==> config.mk <==
export PLATFORM = sky130hd
export DESIGN_NAME = qam_mod_param
export DESIGN_NICKNAME = d
export VERILOG_FILES = /design/src/rtl/qam_mod_param.sv
export SDC_FILE = /design/constraint.sdc
export NUM_CORES = 1
export LEC_CHECK = 0
export BUFFER_PORTS_ARGS = -buffer_cell sky130_fd_sc_hd__buf_2
export CAP_MARGIN = 5
export CORE_MARGIN = 4
export CORE_UTILIZATION = 40
export DETAILED_ROUTE_END_ITERATION = 10
export PLACE_DENSITY = 0.68
export SYNTH_ARGS = -nofsm -noshare
export SYNTH_HDL_FRONTEND = slang
export SYNTH_SLANG_ARGS = --single-unit
==> constraint.sdc <==
create_clock -name inp_clk -period 6.6 [get_ports inp_clk]
set_input_delay 1.32 -clock inp_clk [delete_from_list [all_inputs] [get_ports inp_clk]]
set_output_delay 1.32 -clock inp_clk [all_outputs]
set_load 0.01 [all_outputs]
==> src/rtl/qam_mod_param.sv <==
`timescale 1ns/1ps
// Parametrised QAM modulator: serial bits -> I/Q symbol -> LUT carrier -> I*cos + Q*sin.
// Optional macro QAM_GRAY_MAP_EN: treat each axis's bits as Gray code before level mapping.
module qam_mod_param #(
  parameter int BITS_PER_AXIS  = 2,
  parameter int SAMPLES        = 16,
  parameter int CYCLES_PER_SYM = 1,
  parameter int TRIG_W         = 12,
  parameter int OUT_W          = 16
) (
  input  logic                        inp_clk,
  input  logic                        rst_n,
  input  logic                        inputsignal,
  input  logic                        bit_valid,
  output logic                        bit_ready,
  output logic signed [TRIG_W-1:0]    sine,
  output logic signed [TRIG_W-1:0]    cosine,
  output logic [$clog2(SAMPLES)-1:0]  iter,
  output logic signed [OUT_W-1:0]     acos,
  output logic signed [OUT_W-1:0]     bsin,
  output logic signed [OUT_W:0]       qam_out,
  output logic                        out_valid,
  output logic                        initialize,
  output logic                        underrun,
  output logic                        o_dbg_state
);
  localparam int WB = 2 * BITS_PER_AXIS;
  localparam int LW = $clog2(SAMPLES);
  localparam int CW = $clog2(WB);
  localparam int PW = (CYCLES_PER_SYM > 1) ? $clog2(CYCLES_PER_SYM) : 1;
  localparam int AW = BITS_PER_AXIS + 1;

  typedef enum logic {IDLE = 1'b0, RUN = 1'b1} state_t;

  // Elaboration-time table entry, rounded half away from zero.
  function automatic logic signed [TRIG_W-1:0] lut_val(input int n, input bit use_cos);
    real ang;
    real x;
    int  v;
    ang = 2.0 * 3.14159265358979323846 * real'(n) / real'(SAMPLES);
    x   = real'((1 << (TRIG_W - 1)) - 1) * (use_cos ? $cos(ang) : $sin(ang));
    v   = (x >= 0.0) ? $rtoi(x + 0.5) : -$rtoi(0.5 - x);
    return TRIG_W'(v);
  endfunction

  function automatic logic signed [AW-1:0] amp(input logic [BITS_PER_AXIS-1:0] bits);
    logic [BITS_PER_AXIS-1:0] k;
`ifdef QAM_GRAY_MAP_EN
    k[BITS_PER_AXIS-1] = bits[BITS_PER_AXIS-1];
    for (int i = BITS_PER_AXIS - 2; i >= 0; i--) k[i] = k[i+1] ^ bits[i];
`else
    k = bits;
`endif
    return AW'(2 * int'(k) - ((1 << BITS_PER_AXIS) - 1));
  endfunction

  logic signed [TRIG_W-1:0] w_sin_tab [SAMPLES];
  logic signed [TRIG_W-1:0] w_cos_tab [SAMPLES];

  for (genvar g = 0; g < SAMPLES; g++) begin : g_lut
    localparam logic signed [TRIG_W-1:0] SIN_V = lut_val(g, 1'b0);
    localparam logic signed [TRIG_W-1:0] COS_V = lut_val(g, 1'b1);
    assign w_sin_tab[g] = SIN_V;
    assign w_cos_tab[g] = COS_V;
  end

  state_t          r_state, w_state_nxt;
  logic [WB-2:0]   r_asm;
  logic [CW-1:0]   r_cnt;
  logic [WB-1:0]   r_hold, r_cur;
  logic            r_hold_full;
  logic [LW-1:0]   r_phase;
  logic [PW-1:0]   r_per;
  logic            r_und_pend;

  logic signed [TRIG_W-1:0] r_s1_sin, r_s1_cos;
  logic signed [AW-1:0]     r_s1_i, r_s1_q;
  logic [LW-1:0]            r_s1_iter;
  logic                     r_s1_valid, r_s1_init, r_s1_und;

  logic            w_accept, w_asm_done, w_bound, w_load_hold, w_bypass, w_underrun;
  logic [WB-1:0]   w_word;
  logic signed [OUT_W-1:0] w_acos, w_bsin;
  logic signed [OUT_W:0]   w_sum;

  // The only stall: a complete word would have nowhere to go.
  assign bit_ready   = !(r_hold_full && (r_cnt == CW'(WB - 1)));
  assign w_accept    = bit_valid && bit_ready;
  assign w_asm_done  = w_accept && (r_cnt == CW'(WB - 1));
  assign w_word      = {r_asm, inputsignal};
  assign w_bound     = (r_state == RUN) && (r_phase == LW'(SAMPLES - 1)) &&
                       (r_per == PW'(CYCLES_PER_SYM - 1));
  assign w_load_hold = r_hold_full && ((r_state == IDLE) || w_bound);
  assign w_bypass    = !r_hold_full && w_bound && w_asm_done;
  assign w_underrun  = w_bound && !r_hold_full && !w_asm_done;
  assign o_dbg_state = r_state;

  always_comb begin
    w_state_nxt = r_state;
    case (r_state)
      IDLE: if (r_hold_full) w_state_nxt = RUN;
      RUN:  if (w_underrun)  w_state_nxt = IDLE;
      default: w_state_nxt = IDLE;
    endcase
  end

  always_ff @(posedge inp_clk or negedge rst_n) begin
    if (!rst_n) r_state <= IDLE;
    else        r_state <= w_state_nxt;
  end

  always_ff @(posedge inp_clk or negedge rst_n) begin
    if (!rst_n) begin
      r_asm       <= '0;
      r_cnt       <= '0;
      r_hold      <= '0;
      r_hold_full <= 1'b0;
      r_cur       <= '0;
      r_phase     <= '0;
      r_per       <= '0;
      r_und_pend  <= 1'b0;
    end else begin
      if (w_accept) begin
        r_asm <= w_word[WB-2:0];
        r_cnt <= w_asm_done ? '0 : r_cnt + 1'b1;
      end
      if (w_load_hold) begin
        r_cur       <= r_hold;
        r_hold_full <= 1'b0;
      end else if (w_bypass) begin
        r_cur <= w_word;
      end else if (w_asm_done) begin
        r_hold      <= w_word;
        r_hold_full <= 1'b1;
      end
      if (r_state == RUN) begin
        r_phase <= r_phase + 1'b1;
        if (r_phase == LW'(SAMPLES - 1))
          r_per <= (r_per == PW'(CYCLES_PER_SYM - 1)) ? '0 : r_per + 1'b1;
      end else begin
        r_phase <= '0;
        r_per   <= '0;
      end
      r_und_pend <= w_underrun;
    end
  end

  // Stage 1: trig lookup and level mapping; everything zero outside RUN.
  always_ff @(posedge inp_clk or negedge rst_n) begin
    if (!rst_n) begin
      r_s1_sin <= '0; r_s1_cos <= '0; r_s1_i <= '0; r_s1_q <= '0;
      r_s1_iter <= '0; r_s1_valid <= 1'b0; r_s1_init <= 1'b0; r_s1_und <= 1'b0;
    end else begin
      r_s1_und <= r_und_pend;
      if (r_state == RUN) begin
        r_s1_sin   <= w_sin_tab[r_phase];
        r_s1_cos   <= w_cos_tab[r_phase];
        r_s1_i     <= amp(r_cur[WB-1:BITS_PER_AXIS]);
        r_s1_q     <= amp(r_cur[BITS_PER_AXIS-1:0]);
        r_s1_iter  <= r_phase;
        r_s1_valid <= 1'b1;
        r_s1_init  <= (r_phase == '0) && (r_per == '0);
      end else begin
        r_s1_sin <= '0; r_s1_cos <= '0; r_s1_i <= '0; r_s1_q <= '0;
        r_s1_iter <= '0; r_s1_valid <= 1'b0; r_s1_init <= 1'b0;
      end
    end
  end

  assign w_acos = OUT_W'(r_s1_i) * OUT_W'(r_s1_cos);
  assign w_bsin = OUT_W'(r_s1_q) * OUT_W'(r_s1_sin);
  assign w_sum  = (OUT_W+1)'(w_acos) + (OUT_W+1)'(w_bsin);

  // Stage 2: products and sum, with trig/iter re-registered to stay aligned.
  always_ff @(posedge inp_clk or negedge rst_n) begin
    if (!rst_n) begin
      sine <= '0; cosine <= '0; iter <= '0; acos <= '0; bsin <= '0; qam_out <= '0;
      out_valid <= 1'b0; initialize <= 1'b0; underrun <= 1'b0;
    end else begin
      sine       <= r_s1_sin;
      cosine     <= r_s1_cos;
      iter       <= r_s1_iter;
      acos       <= w_acos;
      bsin       <= w_bsin;
      qam_out    <= w_sum;
      out_valid  <= r_s1_valid;
      initialize <= r_s1_init;
      underrun   <= r_s1_und;
    end
  end
endmodule
==> metrics.csv <==
stage,metric,value,unit
run_status,status,finished clean,
sta,fin. max-slew vios,0,
critical_path,"reg-to-reg slack, setup",1.86,ns
sta,Worst-Margin Slew,0.976,ns
floorplan,Chip Height,140,um
clock_network,worst skew pair latency,0.42,ns
clock_network,H-tree levels,4,
synth,Post-Synthesis Cells,625,
sta,setup TNS,0,ns
clock_network,number of hold buffers added after CTS,0,
floorplan,Die Wd,140,um
sta,clock skew,0.0106,ns
critical_path,Critical Path AT,5.05,ns
sta,fmax,211,MHz
run,max cap viols,0,
clock_network,CTS buffer count,17,
grt,Congestion Overflow GR,0,
drt,Via Count,4608,
grt,initial antenna violation count,0,
sta,Tmin final,4.74,ns
drt,Pre-antenna DRT Iters,4,
critical_path,Slowest cell on crit path,dfrtp_1,
drt,number of remaining DRC errors,0,
worst_hold_path,Hold Crit Class,register to register,
grt,largest net degree at the start of global routing,81,
clock_network,clock slew at reported path FFs,0.06,ns
sta,RSZ-0062 raised after global routing,false,
clock_network,root buf cell,clkbuf_16,
critical_path,crit start category,register,
synth,dominant synthesized flop cell,dfrtp_1,
critical_path,Worst setup EP type,register,
synth,Synth warnings,0,
sta,# setup viols final,0,
final_layout,Final nets,809,
critical_path,Crit path largest cell delay,0.67,ns
drt,vias per cell,4.88,
critical_path,CP Max Fanout,21,
critical_path,worst reg2reg endpoint,qam_out[14],
synth,syn avg cell area,11.2,um^2
sta,worst rel slew slack,0.350,
clock_network,post-CTS resize count,0,
drt,initial drt markers,297,
grt,global-route wire length before repair,23.7,mm
grt,Total GRT Usage,0.152,
floorplan,Initial Utilization,0.407,
final_layout,synthesis-to-layout area growth,16.9,%
clock_network,CTS tree,built,
grt,vias in the first global route,4636,
final_layout,share of layout cells above drive strength 1,0.197,
final_layout,"commonest cells after routing, fill and taps aside","124 x dfrtp_1, 84 x buf_2, 71 x ha_1, 57 x nor2_1, 41 x and2_1",
final_layout,filler instances,1606,
floorplan,I/O pins,86,
synth,Syn Nets,727,
clock_network,Sinks on Clock Net,124,
sta,Final period util,0.718,
drt,drt wl/cell,14.8,um
floorplan,Rows,48,
critical_path,R2R Path Start,r_s1_q[0],
placement,GPL Wtd Cong,0.821,
critical_path,"Critical Path, Cell by Cell",and2_1 > fa_1 > fa_1 > ha_1 > fa_1 > a21oi_1 > nor2_2 > nor3_1 > xnor2_1 > ha_1 > and3_1 > a311oi_2 > o21ai_1 > nor4bb_1 > a311o_1,
floorplan,die area,19600,um^2
synth,unique cell type count in the Yosys netlist,63,
placement,I/O Buffers,85,
floorplan,core area,17200,um^2
clock_network,CTS Buffer Depth,2,
critical_path,Worst EP required,6.91,ns
worst_hold_path,Worst Hold Launch,r_und_pend,
synth,cell area after synthesis,6990,um^2
final_layout,"commonest non-fill, non-tap cell in the layout",dfrtp_1,
synth,"Seq/Total Area, Yosys",0.444,
placement,post-DP HPWL,10.7,mm
drt,final wirelength,14.0,mm
critical_path,reg2reg path depth,15,
synth,"EDFF count, synth",0,
final_layout,ANT cells,0,
synth,ys async rst share,1.00,
synth,Yosys reg bits,124,
drt,ANT nets after route,0,
critical_path,critical path's most frequent cell,fa_1,
worst_hold_path,hold worst-path end,r_s1_und,
sta,"Hold Violations, Final",0,
clock_network,Post-CTS Setup Repair Bufs,0,
critical_path,Crit Path Class,register to register,
worst_hold_path,Min-Delay Path Depth,0,
==> metal layers <==
| metal | part of all wire | global-route usage |
|---|---|---|
| met5 | 0 | 0 |
| met4 | 0.017 | 0.0520 |
| met3 | 0.040 | 0.0413 |
| met2 | 0.49 | 0.243 |
| met1 | 0.46 | 0.199 |
==> cell usage after synthesis (2+ instances only) <==
cell	count	area share
o311ai_1	2	0.0025
clkbuf_1	16	0.0086
a311oi_1	5	0.0063
a211oi_1	9	0.0097
xor3_1	2	0.0068
or4_1	2	0.0021
nor3b_1	2	0.0021
and3_1	4	0.0036
o21ai_1	3	0.0021
nand2_1	28	0.015
nor2_2	2	0.0018
o21ai_0	18	0.013
o21a_1	5	0.0054
mux2i_1	5	0.0072
and2_1	41	0.037
ha_1	71	0.13
fa_1	27	0.077
nor2b_1	18	0.016
a31oi_1	3	0.0027
buf_4	7	0.0075
o211a_1	3	0.0043
mux2_2	11	0.018
xnor2_1	24	0.030
nor3_1	12	0.0086
a21oi_1	29	0.021
xor2_1	9	0.011
dfrtp_1	124	0.44
nand3_1	14	0.010
inv_1	29	0.016
o311ai_0	2	0.0025
nand2b_1	7	0.0063
a21o_1	2	0.0021
o21bai_1	3	0.0032
nor2_1	57	0.031
==> per-stage QoR <==
step,worst slack [ns],hold slack (ns),instances,instance area (um^2),utilization
finish,1.86,0.348,945,8170,0.475
global placement,2.05,0.334,913,7590,0.442
floorplan,2.34,0.331,625,6990,-
detailed placement,1.92,0.336,913,7590,0.442
global route,1.52,0.354,945,8170,0.475
CTS,1.86,0.349,945,8170,0.475
==> how the worst max path moves through the flow <==
stage,endpoint,depth (start not counted),start,slack (ns)
after floorplan,qam_out[14],16,r_s1_q[1],2.34
after global placement,qam_out[14],15,r_s1_q[0],2.05
after detailed placement,qam_out[14],15,r_s1_q[0],1.92
after CTS,qam_out[14],15,r_s1_q[0],1.86
after global routing,qam_out[14],15,r_s1_q[0],1.52
final,qam_out[14],15,r_s1_q[0],1.86
==> final cells by class <==
cell class	count	area, um^2	share of cell area
sequential	124	3100	0.380
clock buffer	18	439	0.0538
tap	225	282	0.0345
inverter	30	113	0.0138
clock inverter	14	134	0.0164
timing repair buffer	87	443	0.0542
multi-input combinational	447	3650	0.447
==> worst max-delay path, delay by kind of cell, from the launching register on <==
family / cells / cell delay, ns
flops: 1 / 0.67
simple gates: 5 / 0.91
fa+ha+maj: 5 / 1.79
xor+xnor: 1 / 0.17
compound gates: 4 / 1.08
==> registers in the layout, indices dropped and copies added, names as in the netlist, 4 cells and up <==
| register | flops |
|---|---|
| acos | 15 |
| bsin | 15 |
| cosine | 10 |
| iter | 4 |
| qam_out | 16 |
| r_cur | 4 |
| r_hold | 4 |
| r_phase | 4 |
| r_s1_cos | 10 |
| r_s1_iter | 4 |
| r_s1_sin | 10 |
| sine | 10 |
==> kinds of logic (layout without fill, tap and decap cells) <==
| logic type | count (synthesis) | after routing | synth area share |
|---|---|---|---|
| buffers and inverters | 54 | 149 | 0.0328 |
| xor gates and xnor gates | 35 | 35 | 0.0482 |
| adders and majority gates | 98 | 98 | 0.205 |
| DFF | 124 | 124 | 0.444 |
| muxes | 16 | 16 | 0.0249 |
| AOI/OAI and AO/OA | 100 | 100 | 0.0987 |
| and+or+nand+nor | 198 | 198 | 0.147 |
Power is not shown: default switching activity piles up to over one toggle a cycle in this logic, so the estimate is an artifact.
